[config.mk]
export PLATFORM = sky130hd
export DESIGN_NAME = fht_butterfly
export DESIGN_NICKNAME = d
export VERILOG_FILES = /design/src/rtl/fht_butterfly.sv
export SDC_FILE = /design/constraint.sdc
export NUM_CORES = 2
export LEC_CHECK = 0
export BUFFER_PORTS_ARGS = -buffer_cell sky130_fd_sc_hd__buf_2
export CAP_MARGIN = 20
export CORE_MARGIN = 4
export CORE_UTILIZATION = 45
export CTS_CLUSTER_DIAMETER = 50
export DETAILED_ROUTE_END_ITERATION = 12
export GPL_TIMING_DRIVEN = 0
export REMOVE_ABC_BUFFERS = 1
export SYNTH_ARGS = -nofsm -noshare
export SYNTH_HDL_FRONTEND = slang
export SYNTH_SLANG_ARGS = --single-unit
[constraint.sdc]
create_clock -name iCLK -period 10.9 [get_ports iCLK]
set_input_delay 1.09 -clock iCLK [delete_from_list [all_inputs] [get_ports iCLK]]
set_output_delay 1.09 -clock iCLK [all_outputs]
set_load 0.03 [all_outputs]
[src/rtl/fht_butterfly.sv]
// Two-stage radix-2 Hartley butterfly: T = (cos*x1 + sin*x2) >> (W_BIT-1) in stage 1,
// then y0/y1 = sat((x0 +/- T) / 2) in stage 2. x0 arrives one cycle after its x1/x2/coefficients.
module fht_butterfly #(
  parameter int D_BIT = 22,
  parameter int W_BIT = 16
) (
  input  logic                    iCLK,
  input  logic                    iRESET,
  input  logic signed [D_BIT-1:0] iX_0,
  input  logic signed [D_BIT-1:0] iX_1,
  input  logic signed [D_BIT-1:0] iX_2,
  input  logic signed [W_BIT-1:0] iSIN,
  input  logic signed [W_BIT-1:0] iCOS,
  output logic signed [D_BIT-1:0] oY_0,
  output logic signed [D_BIT-1:0] oY_1
);

  localparam int PW = D_BIT + W_BIT;      // full product width
  localparam int SW = PW + 1;             // sum of two products
  localparam int TW = D_BIT + 2;          // normalized T and x0 +/- T

  localparam logic signed [SW-1:0] ROT_RND = SW'(1) <<< (W_BIT - 2);
  localparam logic signed [TW-1:0] Y_MAX   = TW'((2 ** (D_BIT - 1)) - 1);
  localparam logic signed [TW-1:0] Y_MIN   = -TW'(2 ** (D_BIT - 1));

  logic signed [PW-1:0] prod_cos;
  logic signed [PW-1:0] prod_sin;
  logic signed [SW-1:0] rot_sum;
  logic signed [SW-1:0] rot_shift;
  logic signed [TW-1:0] t_d, t_q;

  logic signed [TW-1:0] x0_ext;
  logic signed [TW-1:0] sum_p, sum_m;
  logic signed [TW-1:0] half_p, half_m;
  logic signed [D_BIT-1:0] y0_d, y0_q;
  logic signed [D_BIT-1:0] y1_d, y1_q;

  function automatic logic signed [D_BIT-1:0] saturate(input logic signed [TW-1:0] v);
    logic signed [D_BIT-1:0] r;
    if (v > Y_MAX)      r = Y_MAX[D_BIT-1:0];
    else if (v < Y_MIN) r = Y_MIN[D_BIT-1:0];
    else                r = v[D_BIT-1:0];
    return r;
  endfunction

  // Stage 1: rotation with round-half-up normalization back to data scale.
  // The shifted sum has exactly TW significant bits, so the slice is lossless.
  always_comb begin
    prod_cos  = PW'(iX_1) * PW'(iCOS);
    prod_sin  = PW'(iX_2) * PW'(iSIN);
    rot_sum   = SW'(prod_cos) + SW'(prod_sin);
    rot_shift = (rot_sum + ROT_RND) >>> (W_BIT - 1);
    t_d       = rot_shift[TW-1:0];
  end

  // Stage 2: halve with round-half-up; |x0 +/- T| < 2^(D_BIT+1) so +1 cannot overflow TW.
  always_comb begin
    x0_ext = TW'(iX_0);
    sum_p  = x0_ext + t_q;
    sum_m  = x0_ext - t_q;
    half_p = (sum_p + TW'(1)) >>> 1;
    half_m = (sum_m + TW'(1)) >>> 1;
    y0_d   = saturate(half_p);
    y1_d   = saturate(half_m);
  end

  // NOTE: sequential state uses non-blocking assignments so every flop samples pre-edge values.
  always_ff @(posedge iCLK) begin
    if (iRESET) begin
      t_q  <= '0;
      y0_q <= '0;
      y1_q <= '0;
    end else begin
      t_q  <= t_d;
      y0_q <= y0_d;
      y1_q <= y1_d;
    end
  end

  assign oY_0 = y0_q;
  assign oY_1 = y1_q;

endmodule

### Word-level counts from Yosys, hierarchy flattened

Index checks and enable logic that the tools add are counted.
Widths: inputs -> output; s select.

| word-level totals | value |
|---|---|
| bits of input ports | 100 |
| logic and storage cells | 23 |
| output and inout bits | 44 |
| register bits | 68 |

| operators by class | value |
|---|---|
| $lt $le $gt $ge | 4 |
| $mul | 2 |
| add/sub/neg operators | 6 |
| reductions and logical operators | 2 |
| muxes and demuxes | 4 |

Operator list:

| kind | count |
|---|---|
| $mul 22x16->38 | 2 |
| $add 24x2->24 const B | 2 |
| $gt 23x22->1 const B | 2 |
| $lt 23x22->1 const B | 2 |
| $mux 22 | 2 |
| $mux 21 | 2 |
| $add 38x38->39 | 1 |
| $add 39x16->39 const B | 1 |
| $add 22x24->24 | 1 |
| $sub 22x24->24 | 1 |
| $reduce_or 2->1 | 2 |

### Depth between registers and ports, before layout

| depth | value |
|---|---|
| depth after elaboration | 5 |
| gate-level depth with buffers | 27 |
| depth with buffers taken out | 25 |

### Worst setup path before layout

Ideal clock, no wire load.

| path | value |
|---|---|
| kind | in2reg |
| start point | input port iX_2[21] |
| end point | register t_q[21] |
| path buffers | 2 |
| data arrival time | 7956 ps |
| setup slack | 2824 ps |
| required time | 10779 ps |
| cell stages on the path | 25 |
| setup time | 121 ps |
| cell sequence | clkbuf_1 > nand2_1 > inv_1 > fa_1 > inv_1 > fa_1 > inv_1 > fa_1 > fa_1 > fa_1 > fa_1 > fa_1 > inv_1 > fa_1 > inv_1 > ha_1 > clkbuf_1 > a21oi_1 > o21bai_1 > a21oi_1 > inv_1 > a2111o_1 > a31o_2 > a41oi_1 > mux2_2 |

| on the way | value |
|---|---|
| longest elaborated chain between the ends | 3 |

Ends and longest elaborated chain:

| item | RTL line | RTL |
|---|---|---|
| from (decl) | 11 | `input logic signed [D_BIT-1:0] iX_2,` |
| $mul 22x16->38 | 50 | `prod_sin = PW'(iX_2) * PW'(iSIN);` |
| $add 38x38->39 | 51 | `rot_sum = SW'(prod_cos) + SW'(prod_sin);` |
| $add 39x16->39 | 52 | `rot_shift = (rot_sum + ROT_RND) >>> (W_BIT - 1);` |
| to (signal assigned) | 74 | `t_q <= t_d;` |
| to (decl) | 30 | `logic signed [TW-1:0] t_d, t_q;` |

No other way between the ends.
A chain may end at the register's enable or synchronous reset.

### Final worst setup path

| path | value |
|---|---|
| start point | input port iSIN[15] |
| end point | register t_q[21] |

| on the way | value |
|---|---|
| longest elaborated chain between the ends | 3 |

Ends and longest elaborated chain:

| item | RTL line | RTL |
|---|---|---|
| from (decl) | 12 | `input logic signed [W_BIT-1:0] iSIN,` |
| $mul 22x16->38 | 50 |  |
| $add 38x38->39 | 51 |  |
| $add 39x16->39 | 52 |  |

No other way between the ends.

==> results.txt <==
Status -> finished clean
Fraction of layout cells with a size suffix above 1 -> 5.51%
Crit path required time -> 11.12 ns
Pre-antenna DRT Iters -> 7
Worst path slowest cell -> inv_1
Post-synth EDFFs -> 0
Worst Reg2Reg Path Length in Cells -> 12
CTS tree -> done
Gate Count Post-Synth -> 3265
Hold WC Path Type -> flop to flop
Multi-input logic area -> 24600 um2
Fill cells -> 6348
RSZ-0062 raised after global routing -> false
# nets final -> 4390
Final worst slack -> 1.91 ns
Max Used Layer -> met5
Worst Path Max Fanout -> 16
Avg Cell Area, Syn -> 9.13 um2
Predominant post-synthesis flop cell -> dfxtp_1
Routed wl met3 -> 4.55 mm
Final Non-Filler Cells -> 4166
Final-report hold violation count -> 0
Clock skew -> 0.00830 ns
Die X -> 265 um
Largest net degree at the start of global routing -> 33
GRT Util Overall -> 20.8%
Placed wire-length estimate -> 61.6 mm
Critical Path Source Type -> input pin
Synth Register Bits -> 68
Fin crit share -> 82.5%
Clock latency at the later pin of the worst-skew pair -> 0.33 ns
CP Cell Sequence -> buf_2 -> inv_1 -> fa_1 -> fa_1 -> inv_1 -> fa_1 -> fa_1 -> inv_1 -> fa_1 -> fa_1 -> inv_1 -> fa_1 -> fa_1 -> ha_1 -> nor4_1 -> nand2_1 -> a211oi_2 -> a211oi_2 -> a2111o_1 -> a31o_2 -> a41oi_1 -> mux2_2
Drt drc -> 0
Vert. Die Dim -> 265 um
Max-slew headroom -> 39.6%
Crit path top cell by count -> fa_1
Max_cap viols -> 0
Crit path max-delay family -> adder cells
First-pass GRT wire length -> 118 mm
DR vias/cell -> 4.88
Congestion Overflow GR -> 0
Vias in the first global route -> 22200
Critical path class -> input pin to flop
Cts bufs inserted -> 9
Post-Route M1 WL -> 34.9 mm
Synth Warn # -> 0
Post-CTS sizing -> 0
Placement Setup Slack -> 1.66 ns
DRT antenna net count -> 0
FF-to-FF setup slack -> 6.98 ns
Root Driver -> clkbuf_16
Final wirelength -> 70.2 mm
Post-synthesis cell type count -> 60
Initial antenna violation count -> 3
Tmin final -> 8.99 ns
CTS sink cnt -> 68
Cell count after placement -> 4149
Vias -> 20300
Ys async rst share -> 0%
I/O pin count -> 144
WL/cell -> 16.8 um
H-tree Lvls -> 3
Least-Margin Pin Slew -> 0.905 ns
Num rows -> 94
Initial DRC count -> 1007
Core area -> 65700 um2
Reg2reg end -> oY_1[1]
R2R Path Start -> t_q[1]
Antenna diodes -> 0
Crit path largest cell delay -> 0.65 ns
Count of final setup violators -> 0
Initial core utilization -> 45.3%
# port buffers -> 143
Gpl congestion -> 0.854
Commonest non-fill, non-tap cell in the layout -> inv_1
Synth area leaders -> fa_1 (51%), inv_1 (11%), ha_1 (9.5%)
Setup Fix Bufs, Post-CTS -> 0
Hold depth -> 3
Crit end category -> flop
Metal2 WL -> 30.0 mm
WP data arrival -> 9.21 ns
Cell Area, Synth -> 29800 um2
Layout area overhead -> 5.71%
Buf+Inv Stages, Crit Path -> 5
Post-synth top area share -> 51.4%
Clock tree buffer depth -> 2
Commonest cells after routing, fill and taps aside -> inv_1 (906), fa_1 (766), nand2_1 (437)
Hold-fix buffers at CTS -> 0
Hold Path End -> oY_0[0]
Clock-pin transition on the worst setup and hold timing paths -> 0.06 ns
Hold wc startpoint -> t_q[1]
Full die area -> 70400 um2
Slew Viols, Final -> 0
Biggest area consumer among synthesized cells -> fa_1
Register area -> 1360 um2
Fmax -> 0.111 GHz
TNS Setup -> 0 ns
Register area share after synthesis -> 4.57%
-- synthesized netlist by cell type (4+ instances only) --
library cell	count
nand3_1	13
nand2_1	437
nor3_1	7
inv_1	906
nand2b_1	33
o21a_1	8
clkbuf_1	118
xnor2_1	60
fa_1	766
nand4_1	10
o21bai_1	10
a21oi_1	51
xor2_1	18
ha_1	227
a221oi_1	4
nor4_1	6
and3_1	11
mux2_2	4
nor2b_1	19
o211ai_1	7
o21ai_0	50
and2_1	249
nor2_1	64
a211oi_1	9
dfxtp_1	68
a31oi_1	10
a21o_1	40
o31ai_1	4
-- metal layers --
metal,up-vias,GRT usage (%)
li1,9472,-
met1,10300,32.2
met2,518,31.9
met3,67,3.40
met4,4,2.73
met5,-,0
-- through the flow --
stage                     utilization, %  area, um2  hold slack [ns]
after detailed placement            47.4      31100            0.683
after global placement              47.3      31100            0.679
after CTS                           47.9      31500            0.696
final                               47.9      31500            0.694
after floorplan                        -      29300            0.640
after global routing                47.9      31500            0.763
-- sequential cells by signal, summed over array words and instances, names as in the netlist --
signal / cells
oY_0: 22
oY_1: 22
t_q: 24
-- layout make-up --
| type | instances | share of cell area, % |
|---|---|---|
| inverters | 906 | 10.8 |
| multi-input cells | 2166 | 78.0 |
| repair buffers | 146 | 2.35 |
| well taps | 864 | 3.43 |
| clock buffers | 10 | 0.758 |
| clock inverters | 6 | 0.353 |
| flip-flops and latches | 68 | 4.32 |
-- cells by family (layout without fill, tap and decap cells) --
| logic type | count (synthesis) | count (layout) | synth area share [%] |
|---|---|---|---|
| AO/OA/AOI/OAI | 226 | 226 | 5.04 |
| adder cells (fa/ha/maj) | 993 | 993 | 61.0 |
| AND/OR/NAND/NOR | 865 | 865 | 14.0 |
| multiplexers | 4 | 4 | 0.151 |
| buffers and inverters | 1031 | 1068 | 13.0 |
| XOR/XNOR | 78 | 78 | 2.29 |
| flip-flops | 68 | 68 | 4.57 |
-- tightest hold or removal path, delay by kind of cell (launching register included) --
kind	cells	cell delay [ns]
adders and majority gates	1	0.15
buffers and inverters	1	0.08
DFF	1	0.33
AOI/OAI and AO/OA	1	0.08
-- how the worst max path moves through the flow --
| stage | from | to | slack (ns) | cells past startpoint |
|---|---|---|---|---|
| final | iSIN[15] | t_q[21] | 1.91 | 22 |
| after global routing | iSIN[15] | t_q[21] | 1.70 | 22 |
| after CTS | iSIN[15] | t_q[21] | 1.98 | 22 |
| after detailed placement | iSIN[15] | t_q[21] | 1.66 | 22 |
| after global placement | iSIN[15] | t_q[21] | 1.64 | 22 |
| after floorplan | iSIN[0] | t_q[21] | 3.07 | 23 |
Power is left out: the tool's default activity adds up to more than one toggle a clock period on the data nets, which glitch-free logic cannot reach.
